`config.mk`:
```
export PLATFORM = sky130hd
export DESIGN_NAME = dlx_regs
export DESIGN_NICKNAME = d
export VERILOG_FILES = /design/src/rtl/dlx_regs.sv
export SDC_FILE = /design/constraint.sdc
export NUM_CORES = 2
export LEC_CHECK = 0
export ABC_AREA = 0
export CAP_MARGIN = 25
export CORE_ASPECT_RATIO = 1.5
export CORE_MARGIN = 8
export CORE_UTILIZATION = 50
export DETAILED_ROUTE_END_ITERATION = 7
export GPL_ROUTABILITY_DRIVEN = 0
export HOLD_SLACK_MARGIN = 0.12
export PLACE_DENSITY = 0.65
export SLEW_MARGIN = 40
export SYNTH_ARGS = -nofsm -noshare
export SYNTH_HDL_FRONTEND = slang
export SYNTH_SLANG_ARGS = --single-unit
export TNS_END_PERCENT = 20
```
`constraint.sdc`:
```
create_clock -name clk -period 3.28 [get_ports clk]
set_clock_uncertainty 0.05 [all_clocks]
set_input_delay 0.656 -clock clk [delete_from_list [all_inputs] [get_ports clk]]
set_output_delay 0.656 -clock clk [all_outputs]
set_load 0.01 [all_outputs]
```
`src/rtl/dlx_regs.sv`:
```
// DLX general-purpose register file: 32 x 32 bits, R0 hardwired to zero,
// two combinational read ports with write-through bypass, one write port.
module dlx_regs (
    input  logic        clk,
    input  logic        rst,
    input  logic        WB,
    input  logic [4:0]  Rs1,
    input  logic [4:0]  Rs2,
    input  logic [4:0]  Rd,
    input  logic [31:0] reg_s,
    output logic [31:0] S1,
    output logic [31:0] S2
);

    localparam int unsigned DATA_W = 32;
    localparam int unsigned ADDR_W = 5;
    localparam int unsigned NREGS  = 32;

    // R0 has no storage; only R1..R31 are implemented.
    logic [DATA_W-1:0] mem [1:NREGS-1];

    logic wr_en;
    logic bypass1;
    logic bypass2;

    // A write happens only outside reset and never to R0.
    assign wr_en = !rst && WB && (Rd != ADDR_W'(0));

    // Bypass is qualified the same way as a write, so a reset cycle never forwards.
    assign bypass1 = wr_en && (Rd == Rs1);
    assign bypass2 = wr_en && (Rd == Rs2);

    // Storage update: reset clears every register and overrides a concurrent write.
    always_ff @(posedge clk) begin
        if (rst) begin
            for (int i = 1; i < int'(NREGS); i++) begin
                mem[i] <= '0;
            end
        end else if (wr_en) begin
            mem[Rd] <= reg_s;
        end
    end

    // Read port 1: zero for R0, then write-through bypass, then storage.
    always_comb begin
        S1 = '0;
        if (Rs1 == ADDR_W'(0)) begin
            S1 = '0;
        end else if (bypass1) begin
            S1 = reg_s;
        end else begin
            S1 = mem[Rs1];
        end
    end

    // Read port 2: same selection, independent address.
    always_comb begin
        S2 = '0;
        if (Rs2 == ADDR_W'(0)) begin
            S2 = '0;
        end else if (bypass2) begin
            S2 = reg_s;
        end else begin
            S2 = mem[Rs2];
        end
    end

endmodule

```
# ---- Yosys cells after proc, flatten, opt, wreduce, memory -nomap -nowiden
# Memory sizes are Yosys's and may differ from the RTL's.
# Cells that the tools add are included.
dict set report word_totals {
  register_bits 0
  elab_cells 24
  in_bits 50
  ramBits 992
  n_memories 1
  out_inout_bits 64
}
dict set report classes {
  n_reduce_logical 9
  n_mux 12
  eq_ne 2
}
# name words width rd rd_ports_with_merged_regs wr line_no
set memory_table {}
lappend memory_table {mem 31 32 2 0 31 20} ;# logic [DATA_W-1:0] mem [1:NREGS-1];
# operator n
set ops {}
lappend ops {{$mux W32} 5}
lappend ops {{$reduce_or A32 Y1} 1}
lappend ops {{$eq A5 B5 Y1} 2}
lappend ops {{$logic_not A5 Y1} 2}
lappend ops {{$mux W1} 6}
lappend ops {{$mux W5} 1}
lappend ops {{$reduce_bool A5 Y1} 1}
lappend ops {{$logic_and A1 B1 Y1} 4}
lappend ops {{$logic_not A1 Y1} 1}

# ---- Longest topological paths before layout
dict set report depth {
  ltp_word 8
  ltp_mapped 10
  depth_no_buf 5
}

# ---- Worst setup path after synthesis
# Ideal clock, no wire load.
dict set report synth_timing {
  kind {input-to-output}
  startpoint {in Rs1[2]}
  endpoint {out S1[10]}
  t_arrival_ns 2.390
  required_time_ns 2.574
  cell_stages 7
  path_slack_ns 0.184
  n_path_buf 3
  cell_sequence {buf_2 -> buf_2 -> clkbuf_1 -> mux4_2 -> a2111oi_2 -> a21oi_1 -> a32o_1}
}
dict set report synth_via {
  elab_chain_len 4
  word_cells_on_any_way 6
  classes_between {1 x eq/ne; 2 x mux; 2 x reduce/logical; 1 x memory}
}
# element line_no
set synth_rtl {}
lappend synth_rtl {{start, declared} 7} ;# input logic [4:0] Rs1,
lappend synth_rtl {{branches (longest 3 deep; another with $mem_v2 Z31 W32)} n/a}
lappend synth_rtl {{$mux W32 (*)} 47} ;# if (Rs1 == ADDR_W'(0)) begin
lappend synth_rtl {{end, declared} 11} ;# output logic [31:0] S1,
# Mark *: on every way between the ends.

==> impl_metrics.ini <==
[critical_path]
slowest_stage = mux4_2
crit_path_end_kind = output port
crit_chain = mux4_2 -> nor2b_1 -> a2111oi_4 -> buf_4 -> a21oi_2 -> a32o_1 -> buf_2
cp_data_required_time_ns = 2.57
worstSetupPathType = reg2out
arrival_ns = 2.70
crit_start = mem[9][26]
crit_path_max_incr_delay_ns = 0.50
startpoint_type = register
critPathMaxFanout = 2
crit_path_end = S1[26]

[detailed_routing]
vias = 41900
via_per_inst = 6.84
drtIter0Drc = 5943
firstDrtPassIters = 6
drc_errors = 0
wl_mm = 228
wl_per_cell_um = 37.2
postRouteAntennaNets = 0

[pwr]
peakVddDrop_uv = 445
pwr_density_cell_nw_per_um2 = 470
p_leak_nw = 26.1
power_mw = 33.0

[logic_synthesis]
ys.warnings.count = 0
synthDistinctLibCells = 65
synth_area_leaders = edfxtp_1 55%, mux4_2 12%, and2_1 10%
avgSynthCellArea_um2 = 13.9
synth_top_area_share_pct = 55.1
seq_area_frac_synth_pct = 55.1
ys.flop_type = edfxtp_1
synth_area_um2 = 55800
synth_enable_flop_cells = 1024
synth.most_common_cell = edfxtp_1
synthArstFlopShare_pct = 0
ys_ff_latch = 1024
synth_largest_area_cell = edfxtp_1
syn_inst = 4015
synthTopCellsByCount = 1024 x edfxtp_1, 931 x and2_1, 462 x mux2i_1

[clock_tree]
path_clk_slew_ns = 0.06
cts_max_level = 3
clockRootBuffer = clkbuf_16
hold_buffers = 0
cts_tree = built
cts.sinks = 1024
clk_path_buf_depth = 3
numCtsBuffers = 100

[place]
placed_cell_area_um2 = 63500
post-dp-hpwl_mm = 152
pre_cts_slack_ns = -1.34
dp.cells = 5785
io_buffers = 113

[cells_and_area]
drive_above_1_share_pct = 34.0
fillCellCount = 8173
fin_util_pct = 63.2
regMostFlops = mem
area_growth_pct = 25.8
stdcell_count = 6123
largest_reg_flops = 1024
fin_area_um2 = 70200
nets = 4631
reg.largest.list = mem (1024)

[floorplanning]
die_x_um = 289
coreArea_um2 = 111000
design.portCount = 114
floorplan.rows = 150
fp.dieH_um = 425
floorplan.initialDensity_pct = 50.3
dieArea_um2 = 123000

[global_route]
antenna_found_initial = 22
grt_start_max_net_pins = 44
overflow = 0
grt.total_usage_pct = 36.7
grt_pass1_vias = 42600
grt_pass1_wl_mm = 315

[min_path]
min_path_type = in2reg

[timing]
hold_ws_ns = 0.598
maxSlewHeadroom_pct = 52.0
setup_viol = 53
max_freq_ghz = 0.293
period_needed_ns = 3.41
maxSlewViolCount = 0
worst_slack_ns = -0.127
tns_ns = -3.70
post-route-period-util_pct = 104
rsz0062_at_grt = yes
worst_pin_slew_ns = 0.720
hold_violations = 0

[status]
failed_checks = negative setup slack
status = finished, violations left

[run]
cap_violations = 0
[worst max-delay path: cells and delay by family, from the launching register on]
| kind | cells | cell delay, ns |
|---|---|---|
| mux | 1 | 0.50 |
| buf+inv | 2 | 0.32 |
| simple gates | 1 | 0.18 |
| compound gates | 3 | 0.57 |
| flops | 1 | 0.40 |
[what timing repair did]
| item | CTS | global route |
|---|---|---|
| setup endpoints to repair | 64 | 64 |
| pin swaps | 107 | 42 |
| gates cloned | 13 | 3 |
| buffers inserted | 83 | 56 |
| gates resized for setup | 603 | 109 |
[power by group]
part / switching (mW) / leakage [nW] / internal [mW]
registers: 0.381 / 9.75 / 15.1
clock network: 5.45 / 1.59 / 6.49
logic: 3.07 / 14.7 / 2.53
[cells in the final DEF, fill, tap and decap left out, drive strengths merged, types with 37 or more instances in the layout]
cell	Yosys	final
nor2	79	79
buf	145	819
o21ai	50	50
clkinv	1	43
clkbuf	293	116
or2	37	37
a221oi	63	63
a21oi	48	48
mux2i	462	462
and2	931	931
edfxtp	1024	1024
nor3	120	120
mux4	300	300
o22ai	119	119
[area by class of cell]
| class | instances | area (um2) | area share (%) |
|---|---|---|---|
| Tap cell | 1444 | 1810 | 2.57 |
| Antenna cell | 15 | 37.5 | 0.0534 |
| Multi-Input combinational cell | 2578 | 24900 | 35.5 |
| Inverter | 6 | 25.0 | 0.0356 |
| Sequential cell | 1024 | 30700 | 43.8 |
| Clock buffer | 110 | 2560 | 3.65 |
| Timing Repair Buffer | 871 | 9390 | 13.4 |
| Clock inverter | 75 | 743 | 1.06 |
[how the worst min path moves through the flow]
stage / start / endpoint / depth (start not counted)
after floorplan: reg_s[0] / mem[0][0] / 0
after global placement: reg_s[12] / mem[0][12] / 2
after detailed placement: reg_s[27] / mem[0][27] / 2
after CTS: reg_s[27] / mem[0][27] / 2
after global routing: reg_s[27] / mem[0][27] / 2
final: reg_s[27] / mem[0][27] / 2
[metal layers]
metal,track usage (%),wire length (um),vias to the layer above
met5,0,52,-
met3,9.65,27300,1088
met1,42.5,73300,21000
met2,57.4,104000,3239
li1,-,-,16600
met4,29.3,22600,8
[logic make-up after synthesis]
family,after synthesis,share of synthesized area [%]
AND/OR/NAND/NOR,1257,13.4
AO/OA/AOI/OAI,517,7.20
buffers and inverters,444,3.73
XOR/XNOR,10,0.170
flip-flops,1024,55.1
other,1,0.00672
multiplexers,762,20.4
(Power assumes the default switching activity.)
